`config.mk`:
```
export PLATFORM = sky130hd
export DESIGN_NAME = spi_master_gen_flat
export DESIGN_NICKNAME = d
export VERILOG_FILES = /design/src/rtl/spi_pkg.sv /design/src/rtl/spi_master_gen_if.sv /design/src/rtl/spi_clk_div.sv /design/src/rtl/spi_master_gen.sv /design/src/flat_wrapper.sv
export SDC_FILE = /design/constraint.sdc
export NUM_CORES = 1
export LEC_CHECK = 0
export BUFFER_PORTS_ARGS = -buffer_cell sky130_fd_sc_hd__buf_2
export CORE_MARGIN = 5
export CORE_UTILIZATION = 39
export CTS_CLUSTER_DIAMETER = 150
export DETAILED_ROUTE_END_ITERATION = 6
export HOLD_SLACK_MARGIN = 0.06
export RECOVER_POWER = 50
export SLEW_MARGIN = 20
export SYNTH_ARGS = -nofsm -noshare
export SYNTH_HDL_FRONTEND = slang
export SYNTH_HIERARCHICAL = 1
export SYNTH_SLANG_ARGS = --single-unit
```
`constraint.sdc`:
```
create_clock -name clk_i -period 2.7 [get_ports clk_i]
set_input_delay 0.27 -clock clk_i [delete_from_list [all_inputs] [get_ports clk_i]]
set_output_delay 0.27 -clock clk_i [all_outputs]
set_load 0.05 [all_outputs]
```
`src/rtl/spi_pkg.sv`:
```
// Shared definitions for the parametrised SPI master.
// Provides the controller state encoding and the helpers that derive
// clock polarity/phase from SPI_MODE and the chip-select index width
// from NUM_CS.
package spi_pkg;

  typedef enum logic [2:0] {
    IDLE  = 3'd0,
    SETUP = 3'd1,
    SHIFT = 3'd2,
    WAIT  = 3'd3,
    HOLD  = 3'd4,
    GAP   = 3'd5
  } state_e;

  // SPI_MODE is {CPOL,CPHA}
  function automatic logic get_cpol(input int mode);
    return mode[1];
  endfunction

  function automatic logic get_cpha(input int mode);
    return mode[0];
  endfunction

  function automatic int cs_width(input int num_cs);
    return (num_cs <= 1) ? 1 : $clog2(num_cs);
  endfunction

endpackage

```
`src/rtl/spi_master_gen_if.sv`:
```
// Word-level handshake between the on-chip producer/consumer and the
// SPI master.
//   tx_data_i / tx_cs_sel_i / tx_last_i / tx_valid_i : word request
//   tx_ready_o                                       : master can accept
//   rx_data_o / rx_valid_o                           : received word, 1-cycle strobe
// Signal suffixes are from the SPI master's point of view.
// modport master : producer/consumer side
// modport slave  : SPI master block side
interface spi_master_gen_if #(
  parameter int DATA_W = 8,
  parameter int CS_W   = 1
);
  logic [DATA_W-1:0] tx_data_i;
  logic [CS_W-1:0]   tx_cs_sel_i;
  logic              tx_last_i;
  logic              tx_valid_i;
  logic              tx_ready_o;
  logic [DATA_W-1:0] rx_data_o;
  logic              rx_valid_o;

  modport master (
    output tx_data_i, tx_cs_sel_i, tx_last_i, tx_valid_i,
    input  tx_ready_o, rx_data_o, rx_valid_o
  );

  modport slave (
    input  tx_data_i, tx_cs_sel_i, tx_last_i, tx_valid_i,
    output tx_ready_o, rx_data_o, rx_valid_o
  );
endinterface

```
`src/rtl/spi_clk_div.sv`:
```
// Clock divider producing one tick every RATIO enabled cycles.
//   clk_i     : system clock
//   reset_l_i : asynchronous active-low reset
//   clr_i     : synchronous clear of the count
//   en_i      : count enable
//   tick_o    : high on the enabled cycle where the count is RATIO-1
module spi_clk_div #(
  parameter int RATIO = 4
) (
  input  logic clk_i,
  input  logic reset_l_i,
  input  logic clr_i,
  input  logic en_i,
  output logic tick_o
);
  localparam int CW = $clog2(RATIO) + 1;
  localparam logic [CW-1:0] LAST = CW'(RATIO - 1);

  logic [CW-1:0] cnt_q;

  always_ff @(posedge clk_i or negedge reset_l_i) begin
    if (!reset_l_i) begin
      cnt_q <= '0;
    end else if (clr_i) begin
      cnt_q <= '0;
    end else if (en_i) begin
      cnt_q <= (cnt_q == LAST) ? '0 : cnt_q + 1'b1;
    end
  end

  assign tick_o = en_i && (cnt_q == LAST);
endmodule

```
`src/rtl/spi_master_gen.sv`:
```
// Parametrised SPI master with multi-slave chip selects and bursts.
//   clk_i, reset_l_i : clock, asynchronous active-low reset
//   bus              : word handshake (tx request, tx_ready, rx word/strobe)
//   busy_o           : high whenever the controller is not IDLE
//   spi_clk_o        : SCLK, idles at CPOL
//   spi_mosi_o       : serial data out
//   spi_miso_i       : serial data in (slave guarantees setup to clk_i)
//   spi_cs_n_o       : active-low chip selects, one per slave
// A word is framed as SETUP (CS low, SCLK idle), SHIFT (2*DATA_W SCLK
// edges), then WAIT (CS held for the next burst word) or HOLD+GAP.
module spi_master_gen
  import spi_pkg::*;
#(
  parameter int SPI_MODE  = 0,
  parameter int CLK_RATIO = 4,
  parameter int DATA_W    = 8,
  parameter int NUM_CS    = 1,
  parameter int LSB_FIRST = 0
) (
  input  logic              clk_i,
  input  logic              reset_l_i,
  spi_master_gen_if.slave   bus,
  output logic              busy_o,
  output logic              spi_clk_o,
  output logic              spi_mosi_o,
  input  logic              spi_miso_i,
  output logic [NUM_CS-1:0] spi_cs_n_o
);
  localparam logic CPOL  = get_cpol(SPI_MODE);
  localparam logic CPHA  = get_cpha(SPI_MODE);
  localparam int   EDGES = 2 * DATA_W;
  localparam int   EW    = $clog2(EDGES);
  localparam logic [EW-1:0] LAST_EDGE = EW'(EDGES - 1);

  generate
    if (SPI_MODE < 0 || SPI_MODE > 3 || CLK_RATIO < 1 || DATA_W < 2 || NUM_CS < 1) begin : g_bad_param
      $error("spi_master_gen: illegal parameter combination");
    end
  endgenerate

  state_e              state_q;
  logic                sclk_q;
  logic                mosi_q;
  logic [NUM_CS-1:0]   cs_n_q;
  logic [DATA_W-1:0]   tx_sh_q;
  logic [DATA_W-1:0]   rx_sh_q;
  logic [DATA_W-1:0]   rx_data_q;
  logic                rx_valid_q;
  logic                last_q;
  logic [EW-1:0]       edge_cnt_q;

  logic                ready;
  logic                accept;
  logic                div_en;
  logic                tick;
  logic                lead_edge;
  logic                sample_now;
  logic                final_edge;
  logic                advance_now;
  logic [DATA_W-1:0]   rx_in;

  function automatic logic first_bit(input logic [DATA_W-1:0] w);
    return (LSB_FIRST != 0) ? w[0] : w[DATA_W-1];
  endfunction

  function automatic logic [DATA_W-1:0] shift_out(input logic [DATA_W-1:0] w);
    return (LSB_FIRST != 0) ? {1'b0, w[DATA_W-1:1]} : {w[DATA_W-2:0], 1'b0};
  endfunction

  assign ready  = (state_q == IDLE) || (state_q == WAIT);
  assign accept = bus.tx_valid_i && ready;
  assign div_en = (state_q == SETUP) || (state_q == SHIFT) ||
                  (state_q == HOLD)  || (state_q == GAP);

  // The divider is held clear outside the timed states; every timed state
  // is left on a tick, so the count is always zero on state entry.
  spi_clk_div #(.RATIO(CLK_RATIO)) u_div (
    .clk_i    (clk_i),
    .reset_l_i(reset_l_i),
    .clr_i    (!div_en),
    .en_i     (div_en),
    .tick_o   (tick)
  );

  // Edge 0 (counting from zero) is a leading edge, so even counts lead.
  assign lead_edge   = !edge_cnt_q[0];
  assign final_edge  = (edge_cnt_q == LAST_EDGE);
  assign sample_now  = CPHA ? !lead_edge : lead_edge;
  assign advance_now = CPHA ? lead_edge : (!lead_edge && !final_edge);
  assign rx_in = (LSB_FIRST != 0) ? {spi_miso_i, rx_sh_q[DATA_W-1:1]}
                                  : {rx_sh_q[DATA_W-2:0], spi_miso_i};

  always_ff @(posedge clk_i or negedge reset_l_i) begin
    if (!reset_l_i) begin
      state_q    <= IDLE;
      sclk_q     <= CPOL;
      mosi_q     <= 1'b0;
      cs_n_q     <= '1;
      tx_sh_q    <= '0;
      rx_sh_q    <= '0;
      rx_data_q  <= '0;
      rx_valid_q <= 1'b0;
      last_q     <= 1'b0;
      edge_cnt_q <= '0;
    end else begin
      rx_valid_q <= 1'b0;
      case (state_q)
        IDLE, WAIT: begin
          if (accept) begin
            last_q     <= bus.tx_last_i;
            edge_cnt_q <= '0;
            // CPHA=0 presents the first bit before the first SCLK edge.
            if (!CPHA) begin
              mosi_q  <= first_bit(bus.tx_data_i);
              tx_sh_q <= shift_out(bus.tx_data_i);
            end else begin
              tx_sh_q <= bus.tx_data_i;
            end
            // Slave selection is only taken at the start of a burst;
            // an out-of-range index leaves every select high.
            if (state_q == IDLE) begin
              for (int i = 0; i < NUM_CS; i++) begin
                cs_n_q[i] <= (int'(bus.tx_cs_sel_i) != i);
              end
            end
            state_q <= SETUP;
          end
        end
        SETUP: begin
          if (tick) state_q <= SHIFT;
        end
        SHIFT: begin
          if (tick) begin
            sclk_q     <= ~sclk_q;
            edge_cnt_q <= edge_cnt_q + 1'b1;
            if (sample_now) rx_sh_q <= rx_in;
            if (advance_now) begin
              mosi_q  <= first_bit(tx_sh_q);
              tx_sh_q <= shift_out(tx_sh_q);
            end
            if (final_edge) begin
              // With CPHA=1 the final edge is also the last sample.
              rx_data_q  <= sample_now ? rx_in : rx_sh_q;
              rx_valid_q <= 1'b1;
              state_q    <= last_q ? HOLD : WAIT;
            end
          end
        end
        HOLD: begin
          if (tick) begin
            cs_n_q  <= '1;
            state_q <= GAP;
          end
        end
        GAP: begin
          if (tick) state_q <= IDLE;
        end
        default: state_q <= IDLE;
      endcase
    end
  end

  assign bus.tx_ready_o = ready;
  assign bus.rx_data_o  = rx_data_q;
  assign bus.rx_valid_o = rx_valid_q;
  assign busy_o         = (state_q != IDLE);
  assign spi_clk_o      = sclk_q;
  assign spi_mosi_o     = mosi_q;
  assign spi_cs_n_o     = cs_n_q;
endmodule

```
`src/flat_wrapper.sv`:
```
// flat-port wrapper written by rule: the top's interface ports become plain ports
module spi_master_gen_flat import spi_pkg::*;
#(
  parameter int SPI_MODE  = 0,
  parameter int CLK_RATIO = 4,
  parameter int DATA_W    = 8,
  parameter int NUM_CS    = 1,
  parameter int LSB_FIRST = 0
)
  (clk_i, reset_l_i, busy_o, spi_clk_o, spi_mosi_o, spi_miso_i, spi_cs_n_o, bus_tx_data_i, bus_tx_cs_sel_i, bus_tx_last_i, bus_tx_valid_i, bus_tx_ready_o, bus_rx_data_o, bus_rx_valid_o);
  spi_master_gen_if #(.DATA_W(DATA_W), .CS_W(2)) bus_i ();
  input  logic clk_i;
  input  logic reset_l_i;
  output logic busy_o;
  output logic spi_clk_o;
  output logic spi_mosi_o;
  input  logic spi_miso_i;
  output logic [NUM_CS-1:0] spi_cs_n_o;
  input wire logic [$bits(bus_i.tx_data_i)-1:0] bus_tx_data_i;
  input wire logic [$bits(bus_i.tx_cs_sel_i)-1:0] bus_tx_cs_sel_i;
  input wire logic [$bits(bus_i.tx_last_i)-1:0] bus_tx_last_i;
  input wire logic [$bits(bus_i.tx_valid_i)-1:0] bus_tx_valid_i;
  output wire logic [$bits(bus_i.tx_ready_o)-1:0] bus_tx_ready_o;
  output wire logic [$bits(bus_i.rx_data_o)-1:0] bus_rx_data_o;
  output wire logic [$bits(bus_i.rx_valid_o)-1:0] bus_rx_valid_o;
  assign bus_i.tx_data_i = bus_tx_data_i;
  assign bus_i.tx_cs_sel_i = bus_tx_cs_sel_i;
  assign bus_i.tx_last_i = bus_tx_last_i;
  assign bus_i.tx_valid_i = bus_tx_valid_i;
  assign bus_tx_ready_o = bus_i.tx_ready_o;
  assign bus_rx_data_o = bus_i.rx_data_o;
  assign bus_rx_valid_o = bus_i.rx_valid_o;
  spi_master_gen #(.SPI_MODE(SPI_MODE), .CLK_RATIO(CLK_RATIO), .DATA_W(DATA_W), .NUM_CS(NUM_CS), .LSB_FIRST(LSB_FIRST)) u_core (.clk_i(clk_i), .reset_l_i(reset_l_i), .bus(bus_i), .busy_o(busy_o), .spi_clk_o(spi_clk_o), .spi_mosi_o(spi_mosi_o), .spi_miso_i(spi_miso_i), .spi_cs_n_o(spi_cs_n_o));
endmodule
```
# [After elaboration in Yosys (flattened, before gate mapping)]
# Index checks and enable logic that the tools add are counted.
[word_totals] regBits=39 input_bits=15 out_inout_bits=14
[op_classes] n_addsub=2 eq_ne=15 n_mux=29 bitwise_logic=1 n_reduce_logical=21
[op_table] op="2-to-1 mux 8 bit" count=4
[op_table] op="2-to-1 mux 3 bit" count=9
[op_table] op="!= test 2 x 1 -> 1 bit (second input constant)" count=8
[op_table] op="one-hot mux 8 bit (2 select lines)" count=1
[op_table] op="one-hot mux 3 bit (5 select lines)" count=1
[op_table] op="== test 3 x 2 -> 1 bit (second input constant)" count=3
[op_table] op="2-to-1 mux 1 bit" count=9
[op_table] op="2-to-1 mux 4 bit" count=2
[op_table] op="one-hot mux 4 bit (2 select lines)" count=1
[op_table] op="AND reduction 4 bit" count=2
[op_table] op="== test 3 bit (second input constant)" count=2
[op_table] op="AND reduction 3 bit" count=2
[op_table] op="AND reduction 6 bit" count=1
[op_table] op="nonzero test 2 bit" count=3
[op_table] op="adder 4 x 1 -> 4 bit (second input constant)" count=1
[op_table] op="== test 4 bit (second input constant)" count=1
[op_table] op="logical OR 1 bit" count=4
[op_table] op="one-hot mux 1 bit (2 select lines)" count=2
[op_table] op="AND reduction 2 bit" count=2
[op_table] op="adder 3 x 1 -> 3 bit (second input constant)" count=1
[op_table] op="== test 3 x 1 -> 1 bit (second input constant)" count=1
[op_table] op="logical AND 1 bit" count=3
[op_table] op="zero test 3 bit" count=1
[op_table] op="nonzero test 3 bit" count=1
[op_table] op="other kinds (3)" count=3

# [Depth between registers and ports, before layout]
[depth] ltp_word=7 ltp_mapped=13 ltp_nobuf=10

# [Cells and area by module]
# The synthesis kept the hierarchy.
[modules_own_cells] module="spi_master_gen" instances=1 cells_each=144 area_each_um2=1702.9
[modules_own_cells] module="spi_clk_div" instances=1 cells_each=13 area_each_um2=146.4

# [Worst setup path after synthesis]
# OpenSTA, ideal clock, no wires.
[synth_path] kind="register to register" from="register u_core.state_q[2]" to="register u_core.rx_sh_q[0]" setup_time_ps=125 arrival_ps=2705 required_ps=2575 slack_ps=-130 stages_incl_launch_ff=12 path_cell_list="dfrtp_1 > clkbuf_1 > nor2_1 > nand2_1 > nand2_1 > inv_1 > nand2_1 > nor2_1 > and4bb_4 > nor2b_1 > buf_2 > mux2_2"
[synth_via] elab_chain_len=6 elab_cells_between_ends=9
[synth_rtl] item="start: declaration" line="spi_master_gen.sv:41" text="state_e state_q;"
[synth_rtl] item="start signal: assignment" line="spi_master_gen.sv:145" text="state_q <= last_q ? HOLD : WAIT;"
[synth_rtl] item="== test 3 x 1 -> 1 bit or == test 3 x 2 -> 1 bit (tied branches)" line="spi_master_gen.sv:72" text="assign div_en = (state_q == SETUP) || (state_q == SHIFT) ||"
[synth_rtl] item="logical OR 1 bit (2 in series)" line="spi_master_gen.sv:72"
[synth_rtl] item="logical OR 1 bit (*)" line="spi_master_gen.sv:73" text="(state_q == HOLD) || (state_q == GAP);"
[synth_rtl] item="via u_core.div_en" line="spi_master_gen.sv:54" text="logic div_en;"
[synth_rtl] item="logical AND 1 bit (*)" line="spi_clk_div.sv:31" text="assign tick_o = en_i && (cnt_q == LAST);"
[synth_rtl] item="via u_core.tick" line="spi_master_gen.sv:55" text="logic tick;"
[synth_rtl] item="AND reduction 2 bit (no source line) (*)"
[synth_rtl] item="end signal: assignment" line="spi_master_gen.sv:136" text="if (sample_now) rx_sh_q <= rx_in;"
[synth_rtl] item="end: declaration" line="spi_master_gen.sv:46" text="logic [DATA_W-1:0] rx_sh_q;"
# Mark *: on every way through the listed nets, which the timed path passes. The rest lies on a longest branch.
# A chain may end at the register's enable or synchronous reset.

# [Worst setup path after layout]
[layout_path] from="register u_core.state_q[1]" to="register u_core.tx_sh_q[4]"
[layout_via] elab_chain_len=7 elab_cells_between_ends=19
[layout_rtl] item="== test 3 x 1 -> 1 bit or == test 3 x 2 -> 1 bit (tied branches)" line="spi_master_gen.sv:72"
[layout_rtl] item="logical OR 1 bit (2 in series)" line="spi_master_gen.sv:72"
[layout_rtl] item="logical OR 1 bit (*)" line="spi_master_gen.sv:73"
[layout_rtl] item="via u_core.div_en" line="spi_master_gen.sv:54"
[layout_rtl] item="logical AND 1 bit (*)" line="spi_clk_div.sv:31"
[layout_rtl] item="via u_core.tick" line="spi_master_gen.sv:55"
[layout_rtl] item="!= test 2 x 1 -> 1 bit (no source line) (*)"
[layout_rtl] item="AND reduction 4 bit (no source line) (*)"
[layout_rtl] item="end signal: assignment" line="spi_master_gen.sv:115" text="tx_sh_q <= shift_out(bus.tx_data_i);"
[layout_rtl] item="end signal: assignment" line="spi_master_gen.sv:117" text="tx_sh_q <= bus.tx_data_i;"
[layout_rtl] item="end signal: assignment" line="spi_master_gen.sv:139" text="tx_sh_q <= shift_out(tx_sh_q);"
[layout_rtl] item="end: declaration" line="spi_master_gen.sv:45" text="logic [DATA_W-1:0] tx_sh_q;"
# Marks and branches as above.

==> flow_summary_export.csv <==
group,metric,value,unit
yosys,synth.yosys.seq_area_share,0.515,
floorplan,die_w,78.9,um
critical_path,r2r_end,"u_core/tx_sh_q[4]$_DFFE_PN0P_",
grt,grt_pass1_vias,1378,
worst_hold_path,worstHoldEndpoint,"u_core/last_q$_DFFE_PN0P_",
grt,grtUsageTotal,0.127,
sta,max_slew_margin,-0.335,
worst_hold_path,hp-class,"in2reg",
cells_and_area,antenna_cells,0,
drt,viasPerCell,5.19,
critical_path,timing.rr.start,"u_core/state_q[1]$_DFFE_PN0P_",
drt,wl,3530,um
cells_and_area,fillCellCount,449,
yosys,netlist_area,1850,um2
yosys,yosysTopAreaCell,"dfrtp_1",
yosys,yosys_register_bits,38,
yosys,synth_common_cells,"dfrtp_1, mux2_2, o21ai_0, nand2_1, mux2i_1",
critical_path,worstPathRequired,2.86,ns
run,cap_violations,1,
yosys,synthCells,157,
sta,whs,0.197,ns
cts,cts_resized,0,
critical_path,critPathCaptureType,"flip-flop",
cts,cts.clk_slew.worst_paths,0.07,ns
drt,drc,0,
placement,place_worst_setup_slack,0.245,ns
grt,gr-total-overflow,0,
cts,clock_sinks,38,
yosys,ys.flop_type,"dfrtp_1",
drt,firstDrtPassIters,4,
yosys,synth.most_common_cell,"dfrtp_1",
yosys,synth_top_area_share,0.501,
yosys,synthTopCellsByArea,"dfrtp_1, mux2_2, mux2_4, mux2i_1, o21ai_0",
yosys,yosysWarnings,6,
worst_hold_path,hold_depth,3,
floorplan,row_count,25,
cts,post-cts-setup-buffer-count,0,
drt,ant_nets,0,
cts,cts_buffers,5,
yosys,synth_edf_count,0,
run_status,violations,"max-capacitance violations, max-slew violations",
pwr,p_per_area,798,nW/um2
sta,hold_viol_final,0,
sta,rsz0062_at_grt,"false",
sta,post-route-period-util,0.920,
cells_and_area,area_delta_synth_final,14.4,%
cts,cts_htree_levels,2,
critical_path,crit_start,"u_core/state_q[1]$_DFFE_PN0P_",
pwr,finalPower,1.69,mW
floorplan,coreArea,4660,um2
critical_path,cp-start-kind,"flip-flop",
yosys,synth_cell_types,38,
run_status,status,"finished, violations left",
critical_path,reg2regPathDepth,9,
critical_path,arrival,2.65,ns
sta,fmax,403,MHz
cells_and_area,drive_above_1_share,0.316,
floorplan,start_util,0.397,
grt,grt_max_degree,39,
yosys,syn_area_per_cell,11.8,um2
yosys,syn-num-nets,174,
worst_hold_path,min_from,"bus_tx_last_i",
placement,gp_congestion,0.928,
cts,clkLatencyLatePin,0.28,ns
sta,fin_worst_skew,0.00842,ns
critical_path,path_max_fanout,9,
placement,port_buffers,28,
sta,finalMaxSlewViolations,39,
sta,setup_viol,0,
cts,cts_root_buf,"clkbuf_8",
floorplan,ios,29,
sta,worst_slack,0.216,ns
drt,wl_per_cell,14.7,um
drt,vias,1250,
critical_path,rrSetupSlack,0.22,ns
critical_path,critPathKind,"reg2reg",
placement,dp.final_hpwl,2560,um
pwr,ir_drop,0.338,mV
cells_and_area,final_cell_area,2120,um2
floorplan,die_h,78.9,um
grt,antenna_found_initial,0,
cts,cts_tree,"built",
yosys,async_flop_share,1.00,
cells_and_area,nNetsFinal,205,
sta,worst_pin_slew,2.00,ns
grt,grt_pass1_wl,6210,um
cts,ctsHoldBuffers,0,
floorplan,dieArea,6220,um2
placement,post_dp_cell_area,2040,um2
pwr,p_leak,0.985,nW
drt,drt_iter0_drc,65,
cts,cts_buffer_depth,2,
sta,fin_tns_setup,0,ns
sta,period_needed,2.48,ns
[cell usage in the layout (no fill, tap or decap), types with 2 or more instances in the layout]
cell      netlist  final
dfrtp_1        37     37
a21oi_1         4      4
nand2b_1        5      5
a22o_1          3      3
nand3b_1        3      3
buf_2           4     20
nand2_1        13     12
o21ai_0        15     15
buf_4           1      4
clkbuf_8        0      6
nor2_1          5      5
inv_1           8      8
ha_1            2      2
mux2_2         15     15
mux2_4          7      7
nor3_1          2      2
clkbuf_1        2      8
mux2i_1         9      9
nand3_1         2      2
[power by group]
group	switching [mW]	internal, mW
combinational	0.312	0.239
clock	0.177	0.197
sequential	0.0833	0.682
[metrics by stage]
step                utilization  cells
finish                    0.454    241
global route              0.454    241
CTS                       0.456    241
detailed placement        0.438    235
global placement          0.438    235
floorplan                     -    157
[critical path, stage by stage, from the launching register on]
cell and delay [ns]:
dfrtp_1 0.52, inv_1 0.18, nand2_2 0.10, nand2_1 0.10
inv_1 0.14, nand2_1 0.07, nor2_1 0.12, and4bb_4 0.30
a31o_1 0.48, mux2_4 0.34
[state kept, by name, indices dropped and copies added (netlist names), 3 cells and up]
| register | count |
|---|---|
| u_core/bus.rx_data_o | 8 |
| u_core/tx_sh_q | 7 |
| u_core/state_q | 3 |
| u_core/u_div/cnt_q | 3 |
| u_core/rx_sh_q | 8 |
| u_core/edge_cnt_q | 4 |
[worst max path at each step]
stage | endpoint | cells after the start
2_1_floorplan | u_core/rx_sh_q[0]$_DFFE_PN0P_ | 11
3_3_place_gp | u_core/tx_sh_q[3]$_DFFE_PN0P_ | 9
3_5_place_dp | u_core/tx_sh_q[3]$_DFFE_PN0P_ | 9
4_1_cts | u_core/tx_sh_q[4]$_DFFE_PN0P_ | 9
5_1_grt | u_core/tx_sh_q[3]$_DFFE_PN0P_ | 9
6_report | u_core/tx_sh_q[4]$_DFFE_PN0P_ | 9
[metal layers]
layer | up-vias | global-route usage | wire (um)
li1 | 604 | - | -
met1 | 619 | 0.147 | 1550
met2 | 22 | 0.224 | 1820
met3 | 5 | 0.0385 | 134
met4 | 0 | 0.0447 | 34
met5 | - | 0 | 0
[kinds of logic (layout without fill, tap and decap cells)]
logic type | after synthesis | count (layout) | share of synthesized area
AO/OA/AOI/OAI | 31 | 31 | 0.104
XOR/XNOR | 3 | 3 | 0.0183
adder cells (fa/ha/maj) | 2 | 2 | 0.0135
buffers and inverters | 16 | 46 | 0.0413
flip-flops | 38 | 38 | 0.515
multiplexers | 31 | 31 | 0.197
AND/OR/NAND/NOR | 36 | 36 | 0.111
[cell type report]
cell class,count,area (um2),area share
flip-flops and latches,38,952,0.450
multi-input cells,103,823,0.389
repair buffers,32,160,0.0757
clock buffers,6,82.6,0.0390
well taps,54,67.6,0.0319
inverters,8,30.0,0.0142
(Power assumes the default switching activity.)
